===== src/rtl/vga_timing_gen.sv =====
// rtl/vga_timing_gen.sv - 640x480 raster timing: counters, syncs, blank, line/frame strobes
module vga_timing_gen #(
    parameter int H_ACTIVE = 640,
    parameter int H_FP     = 16,
    parameter int H_SYNC   = 96,
    parameter int H_BP     = 48,
    parameter int V_ACTIVE = 480,
    parameter int V_FP     = 10,
    parameter int V_SYNC   = 2,
    parameter int V_BP     = 33,
    parameter bit SYNC_POL = 1'b0,
    parameter int CLK_DIV  = 1
) (
    input  logic        vga_clk,
    input  logic        reset_n,
    output logic        pix_en,
    output logic [9:0]  DrawX,
    output logic [9:0]  DrawY,
    output logic        blank,
    output logic        hs,
    output logic        vs,
    output logic        line_start,
    output logic        vblank_tick,
    output logic [15:0] frame_count
);
    localparam int H_TOTAL = H_ACTIVE + H_FP + H_SYNC + H_BP;
    localparam int V_TOTAL = V_ACTIVE + V_FP + V_SYNC + V_BP;
    localparam int DIV_W   = (CLK_DIV > 1) ? $clog2(CLK_DIV) : 1;

    localparam logic [DIV_W-1:0] DIV_LAST = DIV_W'(CLK_DIV - 1);
    localparam logic [9:0]  H_LAST    = 10'(H_TOTAL - 1);
    localparam logic [9:0]  V_LAST    = 10'(V_TOTAL - 1);
    localparam logic [9:0]  V_ACT_END = 10'(V_ACTIVE - 1);
    // Decode bounds are 11 bits so a 1024-wide total still compares correctly.
    localparam logic [10:0] H_ACT     = 11'(H_ACTIVE);
    localparam logic [10:0] HS_START  = 11'(H_ACTIVE + H_FP);
    localparam logic [10:0] HS_END    = 11'(H_ACTIVE + H_FP + H_SYNC);
    localparam logic [10:0] V_ACT     = 11'(V_ACTIVE);
    localparam logic [10:0] VS_START  = 11'(V_ACTIVE + V_FP);
    localparam logic [10:0] VS_END    = 11'(V_ACTIVE + V_FP + V_SYNC);

    logic [DIV_W-1:0] div_q;
    logic [DIV_W-1:0] div_d;
    logic [9:0]       x_d;
    logic [9:0]       y_d;
    logic             h_wrap;
    logic             in_hs;
    logic             in_vs;
    logic             in_vis;

    assign h_wrap = pix_en && (DrawX == H_LAST);

    always_comb begin
        div_d = (div_q == DIV_LAST) ? '0 : div_q + 1'b1;
        x_d   = DrawX;
        y_d   = DrawY;
        if (pix_en) begin
            if (DrawX == H_LAST) begin
                x_d = '0;
                y_d = (DrawY == V_LAST) ? 10'd0 : DrawY + 10'd1;
            end else begin
                x_d = DrawX + 10'd1;
            end
        end
    end

    // Syncs and blank are decoded from the next counter values so they line up with DrawX/DrawY.
    always_comb begin
        in_hs  = ({1'b0, x_d} >= HS_START) && ({1'b0, x_d} < HS_END);
        in_vs  = ({1'b0, y_d} >= VS_START) && ({1'b0, y_d} < VS_END);
        in_vis = ({1'b0, x_d} < H_ACT) && ({1'b0, y_d} < V_ACT);
    end

    always_ff @(posedge vga_clk) begin
        if (!reset_n) begin
            div_q       <= '0;
            pix_en      <= 1'b0;
            DrawX       <= '0;
            DrawY       <= '0;
            blank       <= 1'b1;
            hs          <= ~SYNC_POL;
            vs          <= ~SYNC_POL;
            line_start  <= 1'b0;
            vblank_tick <= 1'b0;
            frame_count <= '0;
        end else begin
            div_q       <= div_d;
            pix_en      <= (div_d == DIV_LAST);
            DrawX       <= x_d;
            DrawY       <= y_d;
            blank       <= in_vis;
            hs          <= in_hs ? SYNC_POL : ~SYNC_POL;
            vs          <= in_vs ? SYNC_POL : ~SYNC_POL;
            line_start  <= h_wrap;
            vblank_tick <= h_wrap && (DrawY == V_ACT_END);
            if (vblank_tick) begin
                frame_count <= frame_count + 16'd1;
            end
        end
    end
endmodule


===== config.mk =====
export PLATFORM = sky130hd
export DESIGN_NAME = vga_timing_gen
export DESIGN_NICKNAME = d
export VERILOG_FILES = /design/src/rtl/vga_timing_gen.sv
export SDC_FILE = /design/constraint.sdc
export NUM_CORES = 1
export LEC_CHECK = 0
export ABC_AREA = 1
export BUFFER_PORTS_ARGS = -buffer_cell sky130_fd_sc_hd__buf_2
export CAP_MARGIN = 20
export CORE_ASPECT_RATIO = 2
export CORE_MARGIN = 2
export CORE_UTILIZATION = 58
export DETAILED_ROUTE_END_ITERATION = 8
export PLACE_DENSITY = 0.91
export SLEW_MARGIN = 10
export SYNTH_ARGS = -nofsm -noshare
export SYNTH_HDL_FRONTEND = slang
export SYNTH_SLANG_ARGS = --single-unit

===== constraint.sdc =====
create_clock -name vga_clk -period 3 [get_ports vga_clk]
set_input_delay 0.45 -clock vga_clk [delete_from_list [all_inputs] [get_ports vga_clk]]
set_output_delay 0.45 -clock vga_clk [all_outputs]
set_load 0.02 [all_outputs]

---- After elaboration in Yosys (flattened, before gate mapping) ----
Cells that the tools add are included.
storage, ports and cells
  bits in registers ....................... 43
  input bits .............................. 2
  output and inout bits ................... 42
  word-level logic and storage cells ...... 37
cells by class
  $add $sub $neg .......................... 4
  magnitude comparators ................... 6
  equal/unequal tests ..................... 3
  muxes and demuxes ....................... 8
  bitwise logic cells ..................... 1
  reductions and logical operators ........ 5
operator list
  cell                                                   number
  two-way mux 10 bit                                     5
  adder 10 x 1 -> 10 bit (second input constant)         2
  equality test 10 bit (second input constant)           2
  < comparator 10 bit (second input constant)            2
  < comparator 10 x 9 -> 1 bit (second input constant)   2
  adder 16 x 1 -> 16 bit (second input constant)         1
  equality test 10 x 9 -> 1 bit (second input constant)  1
  >= comparator 10 bit (second input constant)           1
  >= comparator 10 x 9 -> 1 bit (second input constant)  1
  logical AND 1 bit                                      5
  two-way mux 1 bit                                      3
  adder 1 bit (second input constant)                    1
  NOT 1 bit                                              1

---- Depth between registers and ports, before layout ----
Gate-level depths: netlist of run 1.
  word-level depth ........................ 7
  gate-level depth with buffers ........... 14
  gate-level depth less buffers ........... 14

---- Worst setup path after synthesis of run 1 ----
OpenSTA, ideal clock, no wires.
  path type ............................... flip-flop to flip-flop
  start point ............................. register DrawX[0]
  end point ............................... register blank
  library setup time ...................... 0.122 ns
  data arrival time ....................... 1.618 ns
  required time ........................... 2.878 ns
  path slack .............................. 1.260 ns
  stages on the path, launching flop included .. 11
  path buffers ............................ 0
  period minus slack after synthesis ...... 1.740 ns
  cell sequence ........................... dfxtp_1 ha_1 inv_1 nor2_2 nand3_2 nor2_4 nand3_2 o21bai_1 nand3_2 nand3_1 nand2_1
between the ends
  word-level cells in the longest chain between the ends .. 5
  elaborated cells between the ends (all ways) .. 9
  those cells by class .................... add/sub (1); order compare (2); eq/ne (1); mux (4); reduce/logical (1)
ends and longest elaborated chain
  element                                                                     RTL line  source
  start: declaration                                                          17        output logic [9:0] DrawX,
  start signal: assignment                                                    78        DrawX <= '0;
  start signal: assignment                                                    89        DrawX <= x_d;
  adder 10 x 1 -> 10 bit / equality test 10 bit (equally long branches)       62, 58
  two-way mux 10 bit                                                          58        if (DrawX == H_LAST) begin
  two-way mux 10 bit                                                          57        if (pix_en) begin
  < comparator 10 bit / < comparator 10 x 9 -> 1 bit (equally long branches)  71        in_vis = ({1'b0, x_d} < H_ACT) && ({1'b0, y_d} < V_ACT);
  logical AND 1 bit *                                                         71
  end signal: assignment                                                      91        blank <= in_vis;
  end: declaration                                                            19        output logic blank,
Every way passes the cells marked *; elsewhere a longest branch is shown, timed or not.
A chain may end at the register's enable or synchronous reset.

---- Worst setup path after layout of run 1 ----
  start point ............................. register DrawX[0]
  end point ............................... register vs
between the ends
  word-level cells in the longest chain between the ends .. 6
  elaborated cells between the ends (all ways) .. 7
  those cells by class .................... order compare (2); eq/ne (1); mux (3); reduce/logical (1)
ends and longest elaborated chain
  element                                                                               RTL line  source
  equality test 10 bit *                                                                58
  two-way mux 10 bit *                                                                  58
  two-way mux 10 bit *                                                                  57
  >= comparator 10 x 9 -> 1 bit / < comparator 10 x 9 -> 1 bit (equally long branches)  70        in_vs = ({1'b0, y_d} >= VS_START) && ({1'b0, y_d} < VS_END);
  logical AND 1 bit *                                                                   70
  two-way mux 1 bit *                                                                   93        vs <= in_vs ? SYNC_POL : ~SYNC_POL;
  end signal: assignment                                                                82        vs <= ~SYNC_POL;
  end signal: assignment                                                                93
  end: declaration                                                                      21        output logic vs,
Marks and branches as above.

==> results.sh, run 1 <==
export IMPL_status="complete, no violations"
export IMPL_clk_pin_slew_ns=0.09
export IMPL_start_util=0.602
export IMPL_cts_tree="built"
export IMPL_hold_viol=0
export IMPL_p_per_area_mw_per_mm2=397
export IMPL_cts_num_sinks=42
export IMPL_ys_ff_latch=42
export IMPL_pre_cts_ws_ns=1.06
export IMPL_nets=352
export IMPL_synth_edf_count=0
export IMPL_io_pins=44
export IMPL_chipHeight_um=90.1
export IMPL_grt_ovfl_total=0
export IMPL_drt_initial_drc_count=64
export IMPL_fin_crit_sh=0.636
export IMPL_netlist_area_leader_share=0.391
export IMPL_worstSkewPairLatency_ns=0.30
export IMPL_most_common_layout_cells="nand2_1, nor2_1, buf_2"
export IMPL_critPathArrivalTime_ns=2.09
export IMPL_grt_pass1_wl_mm=8.88
export IMPL_rows=31
export IMPL_drv_slew=0
export IMPL_ant_nets=0
export IMPL_max_stage_delay_ns=0.46
export IMPL_fin_crit_ns=1.91
export IMPL_p_leak_uw=0.00111
export IMPL_postCtsSetupRepairBufs=0
export IMPL_grt_total_usage=0.285
export IMPL_place_gp_congestion=0.863
export IMPL_grt_setup_unrepaired="false"
export IMPL_first_global_vias=2132
export IMPL_synth_top_cell_by_area="dfxtp_1"
export IMPL_critPathCaptureType="flop"
export IMPL_wl_mm=5.52
export IMPL_fin_skew_ns=0.0125
export IMPL_syn_num_nets=306
export IMPL_drc_errors=0
export IMPL_die_area_mm2=0.00424
export IMPL_async_flop_share=0
export IMPL_synth_area_top_cells="dfxtp_1, nand2_1, nor2_1"
export IMPL_peakVddDrop_uv=400
export IMPL_antennaDiodeCount=0
export IMPL_hp_class="in -> reg"
export IMPL_synth_cell_types=33
export IMPL_r2r_setup_slack_ns=1.09
export IMPL_layout_commonest_cell="nand2_1"
export IMPL_port_buffers=43
export IMPL_root_buffer="clkbuf_8"
export IMPL_syn_avg_cell_area_um2=7.17
export IMPL_post_cts_resized_instances=0
export IMPL_areaGrowthSynthToFinish_pct=16.1
export IMPL_start_kind="flop"
export IMPL_syn_inst=300
export IMPL_setup_violations=0
export IMPL_ys_seq_area_frac=0.391
export IMPL_maxSlewHeadroom=0.512
export IMPL_cp_required_ns=3.18
export IMPL_critPathKind="reg -> reg"
export IMPL_drive_gt1_frac=0.219
export IMPL_die_w_um=47.0
export IMPL_grt_max_degree=22
export IMPL_ys_warn_count=0
export IMPL_setup_tns_ns=0
export IMPL_core_area_mm2=0.00357
export IMPL_syn_area_mm2=0.00215
export IMPL_cts_buffers=5
export IMPL_fin_cells=396
export IMPL_vias=2156
export IMPL_crit_chain="ha_1 > inv_1 > nor2_2 > nand3_2 > nor2_4 > nand4_2 > nand2_1 > nand2_1 > nor2_1 > nand2_1 > inv_1 > nand3_1"
export IMPL_cp_common_cell="nand2_1"
export IMPL_dpl_cell_area_mm2=0.00240
export IMPL_worst_path_max_delay_cell="dfxtp_1"
export IMPL_ctsHtreeMaxLevel=2
export IMPL_ys_flop_type="dfxtp_1"
export IMPL_path_max_fanout=6
export IMPL_fmax_ghz=0.524
export IMPL_drt_first_pass_iters=4
export IMPL_maxCapViolCount=0
export IMPL_antenna_found_initial=0
export IMPL_worst_pin_slew_ns=0.732
export IMPL_hpwl_mm=4.24
export IMPL_final_area_mm2=0.00249
export IMPL_cts_buffer_depth=2
export IMPL_setup_ws_ns=1.09
export IMPL_cts_hold_buf=0
export IMPL_wl_per_cell_um=13.9
export IMPL_via_per_inst=5.44
export IMPL_place_inst=388
synthesized netlist by cell type (2+ instances only):
library cell	n
o21ai_0	12
xor2_1	7
o21bai_1	2
o21ai_2	2
clkbuf_1	2
nor4_2	2
a21oi_1	11
nand4_1	5
nor2_2	5
nor2_4	5
nand3_2	4
nor2_1	49
xnor2_1	3
inv_2	4
nand3_1	22
inv_1	38
nand2_1	60
dfxtp_1	42
ha_1	4
nor3_1	8
logic make-up (layout without fill, tap and decap cells):
family / Yosys count / in the layout / share of synthesized area
simple gates: 167 / 167 / 0.377
compound gates: 29 / 29 / 0.0745
flops: 42 / 42 / 0.391
buf+inv: 47 / 94 / 0.0856
xor+xnor: 11 / 11 / 0.0483
fa+ha+maj: 4 / 4 / 0.0233
critical path, delay by kind of cell (launching register included):
kind | cells | cell delay [ns]
adder cells (fa/ha/maj) | 1 | 0.24
buffers and inverters | 2 | 0.12
flip-flops | 1 | 0.46
AND/OR/NAND/NOR | 9 | 0.98
layer usage:
| layer | vias to the layer above | global-route usage | routed length, µm |
|---|---|---|---|
| met5 | - | 0 | 0 |
| met4 | 0 | 0.204 | 337 |
| met3 | 30 | 0.0602 | 258 |
| met2 | 86 | 0.521 | 3170 |
| met1 | 992 | 0.234 | 1750 |
| li1 | 1048 | - | - |
state kept, by name, summed over array words and instances (netlist names):
register and cells:
DrawX 10, vblank_tick 1, line_start 1, hs 1
blank 1, DrawY 10, vs 1, frame_count 16
pix_en 1
final timing paths:
check                        from               to  depth (start not counted)
setup reg to reg         DrawX[0]               vs                         12
hold / removal            reset_n           pix_en                          1
hold reg to reg   frame_count[14]  frame_count[14]                          2
setup / recovery         DrawX[0]               vs                         12
layout make-up:
cell class,count,area [µm²]
clock buffer,7,86.3
fill,336,1070
sequential,42,841
clock inverter,1,5.00
inverter,43,161
tap,49,61.3
multi-input combinational,211,1120
timing repair buffer,43,215
report_power, final:
group | internal, µW | total [µW] | switching, µW
combinational | 9.79 | 37.4 | 27.6
clock | 186 | 385 | 199
sequential | 561 | 569 | 7.40
total | 757 | 991 | 234
through the flow:
stage	power [µW]	hold slack [ns]	util
2_1_floorplan	608	0.478	-
3_3_place_gp	618	0.459	0.674
3_5_place_dp	619	0.474	0.674
4_1_cts	997	0.412	0.699
5_1_grt	1020	0.418	0.699
6_report	991	0.415	0.699
Note: power is estimated with default switching activity, not from simulation.
==> run 2, diff against run 1 <==
--- a/config.mk
+++ b/config.mk
@@ -10,9 +10,9 @@
 export CAP_MARGIN = 20
 export CORE_ASPECT_RATIO = 2
 export CORE_MARGIN = 2
-export CORE_UTILIZATION = 58
+export CORE_UTILIZATION = 49
 export DETAILED_ROUTE_END_ITERATION = 8
-export PLACE_DENSITY = 0.91
+export PLACE_DENSITY = 0.82
 export SLEW_MARGIN = 10
 export SYNTH_ARGS = -nofsm -noshare
 export SYNTH_HDL_FRONTEND = slang
==> constraint.sdc (replaced) <==
create_clock -name vga_clk -period 1.7 [get_ports vga_clk]
set_input_delay 0.255 -clock vga_clk [delete_from_list [all_inputs] [get_ports vga_clk]]
set_output_delay 0.255 -clock vga_clk [all_outputs]
set_load 0.02 [all_outputs]
==> run 2 against run 1 <==
Final cell count rose by 5.8%. Global-route usage fell by 4.7 points. Via count rose by 0.60%. Worst setup slack got worse by 1.0 ns. Clock skew fell by 0.0041 ns. Non-clock buffer count rose by 18. Maximum frequency rose by 15%. Total power rose by 78%. Clock power rose by 75%. Count of clock-buffer cells in the layout did not move. Critical path depth fell by 2. Cell area rose by 11%.
==> results.sh, run 2 (same netlist as run 1, synthesis figures left out) <==
export IMPL_antennaDiodeCount=0
export IMPL_cts_num_sinks=42
export IMPL_min_from="reset_n"
export IMPL_die_area_mm2=0.00497
export IMPL_ant_nets=0
export IMPL_holdPathEnd="pix_en"
export IMPL_chipHeight_um=97.7
export IMPL_hpwl_mm=4.26
export IMPL_maxCapViolCount=0
export IMPL_clk_pin_slew_ns=0.08
export IMPL_first_global_vias=2117
export IMPL_critPathArrivalTime_ns=1.89
export IMPL_hold_depth=1
export IMPL_port_buffers=43
export IMPL_start_kind="flop"
export IMPL_setup_violations=0
export IMPL_reg_largest_list="frame_count: 16 flops, DrawX: 10 flops, DrawY: 10 flops"
export IMPL_areaGrowthSynthToFinish_pct=28.5
export IMPL_worst_pin_slew_ns=0.437
export IMPL_path_max_fanout=6
export IMPL_vias=2169
export IMPL_worst_path_max_delay_cell="dfxtp_2"
export IMPL_cts_tree="built"
export IMPL_hold_viol=0
export IMPL_fin_crit_sh=0.972
export IMPL_ctsHtreeMaxLevel=2
export IMPL_most_common_layout_cells="nand2_1, nor2_1, buf_2"
export IMPL_cp_required_ns=1.93
export IMPL_peakVddDrop_uv=851
export IMPL_drc_errors=0
export IMPL_grt_pass1_wl_mm=8.81
export IMPL_nets=370
export IMPL_final_util=0.643
export IMPL_status="complete, no violations"
export IMPL_p_per_area_mw_per_mm2=638
export IMPL_start_util=0.500
export IMPL_place_gp_congestion=0.853
export IMPL_drive_gt1_frac=0.334
export IMPL_regMostFlops="frame_count"
export IMPL_r2r_end="DrawY[4]"
export IMPL_critPathCaptureType="flop"
export IMPL_wl_mm=5.82
export IMPL_grt_max_degree=21
export IMPL_crit_chain="ha_4 > nand2_1 > nor2_2 > nand3_2 > nor2_4 > nand2_1 > o21bai_1 > nand2_1 > buf_4 > nor2_1"
export IMPL_via_per_inst=5.18
export IMPL_fin_skew_ns=0.00848
export IMPL_p_leak_uw=0.00122
export IMPL_die_w_um=50.8
export IMPL_grt_total_usage=0.238
export IMPL_largest_reg_flops=16
export IMPL_cts_buffers=5
export IMPL_critPathKind="reg -> reg"
export IMPL_core_area_mm2=0.00430
export IMPL_maxSlewHeadroom=0.706
export IMPL_io_pins=44
export IMPL_worstSkewPairLatency_ns=0.30
export IMPL_r2r_setup_slack_ns=0.05
export IMPL_fmax_ghz=0.605
export IMPL_cp_common_cell="nand2_1"
export IMPL_grt_ovfl_total=0
export IMPL_cts_buffer_depth=2
export IMPL_r2r_cells=10
export IMPL_fin_crit_ns=1.65
export IMPL_drt_initial_drc_count=52
export IMPL_root_buffer="clkbuf_8"
export IMPL_drt_first_pass_iters=4
export IMPL_grt_setup_unrepaired="true"
export IMPL_antenna_found_initial=0
export IMPL_wl_per_cell_um=13.9
export IMPL_max_stage_delay_ns=0.36
export IMPL_whs_ns=0.207
export IMPL_drv_slew=0
export IMPL_layout_commonest_cell="nand2_1"
export IMPL_hp_class="in -> reg"
export IMPL_power_uw=1760
export IMPL_rows=34
export IMPL_cts_hold_buf=0
export IMPL_r2r_start="DrawX[1]"
## run 2: cell count changes in the layout (fill, tap and decap cells not counted), sizes merged
cell and delta:
buf +18
## run 2: per-stage QoR
stage	instances	setup WS (ns)	setup TNS [ns]	instance area [µm²]
after detailed placement	404	-0.0142	-0.0198	2490
after floorplan	300	0.0744	0	2150
final	419	0.0472	0	2760
after global routing	419	-0.0675	-0.232	2760
after global placement	404	0.0159	0	2490
after CTS	413	0.00513	0	2600
## run 2: where the power goes
group	total, µW	internal (µW)	switching [µW]
Sequential	996	988	8.09
Clock	675	328	347
Combinational	91.5	32.1	59.4
Total	1760	1350	415
## run 2: area by class of cell
cell class / instances / area (µm²)
Clock buffer: 7 / 86.3
Clock inverter: 1 / 5.00
Fill cell: 397 / 1530
Inverter: 43 / 161
Multi-Input combinational cell: 211 / 1230
Sequential cell: 42 / 857
Tap cell: 54 / 67.6
Timing Repair Buffer: 61 / 354
## run 2: worst max-delay path by stage
stage / from / endpoint / slack (ns)
2_1_floorplan: DrawX[0] / blank / 0.07
3_3_place_gp: DrawX[0] / blank / 0.02
3_5_place_dp: DrawX[0] / blank / -0.01
4_1_cts: DrawX[0] / blank / 0.005
5_1_grt: DrawX[1] / blank / -0.07
6_report: DrawX[1] / DrawY[4] / 0.05
## run 2: worst max-delay path: cells and delay by family, from the launching register on
| family | cells | cell delay [ns] |
|---|---|---|
| flip-flops | 1 | 0.36 |
| AO/OA/AOI/OAI | 1 | 0.14 |
| AND/OR/NAND/NOR | 7 | 0.80 |
| adder cells (fa/ha/maj) | 1 | 0.15 |
| buffers and inverters | 1 | 0.14 |
## run 2: routing by layer
metal	share of wire	wire length (µm)	GRT usage	vias to the layer above
li1	-	-	-	1077
met1	0.34	1980	0.197	1007
met2	0.57	3320	0.460	61
met3	0.031	183	0.0415	24
met4	0.056	327	0.179	0
met5	0	0	0	-
## run 2: timing repair
item / CTS / global route
endpoints found under the setup margin: 2 / 6
buffers inserted: 1 / 6
pin swaps: 2 / 24
resized for setup: 2 / 37
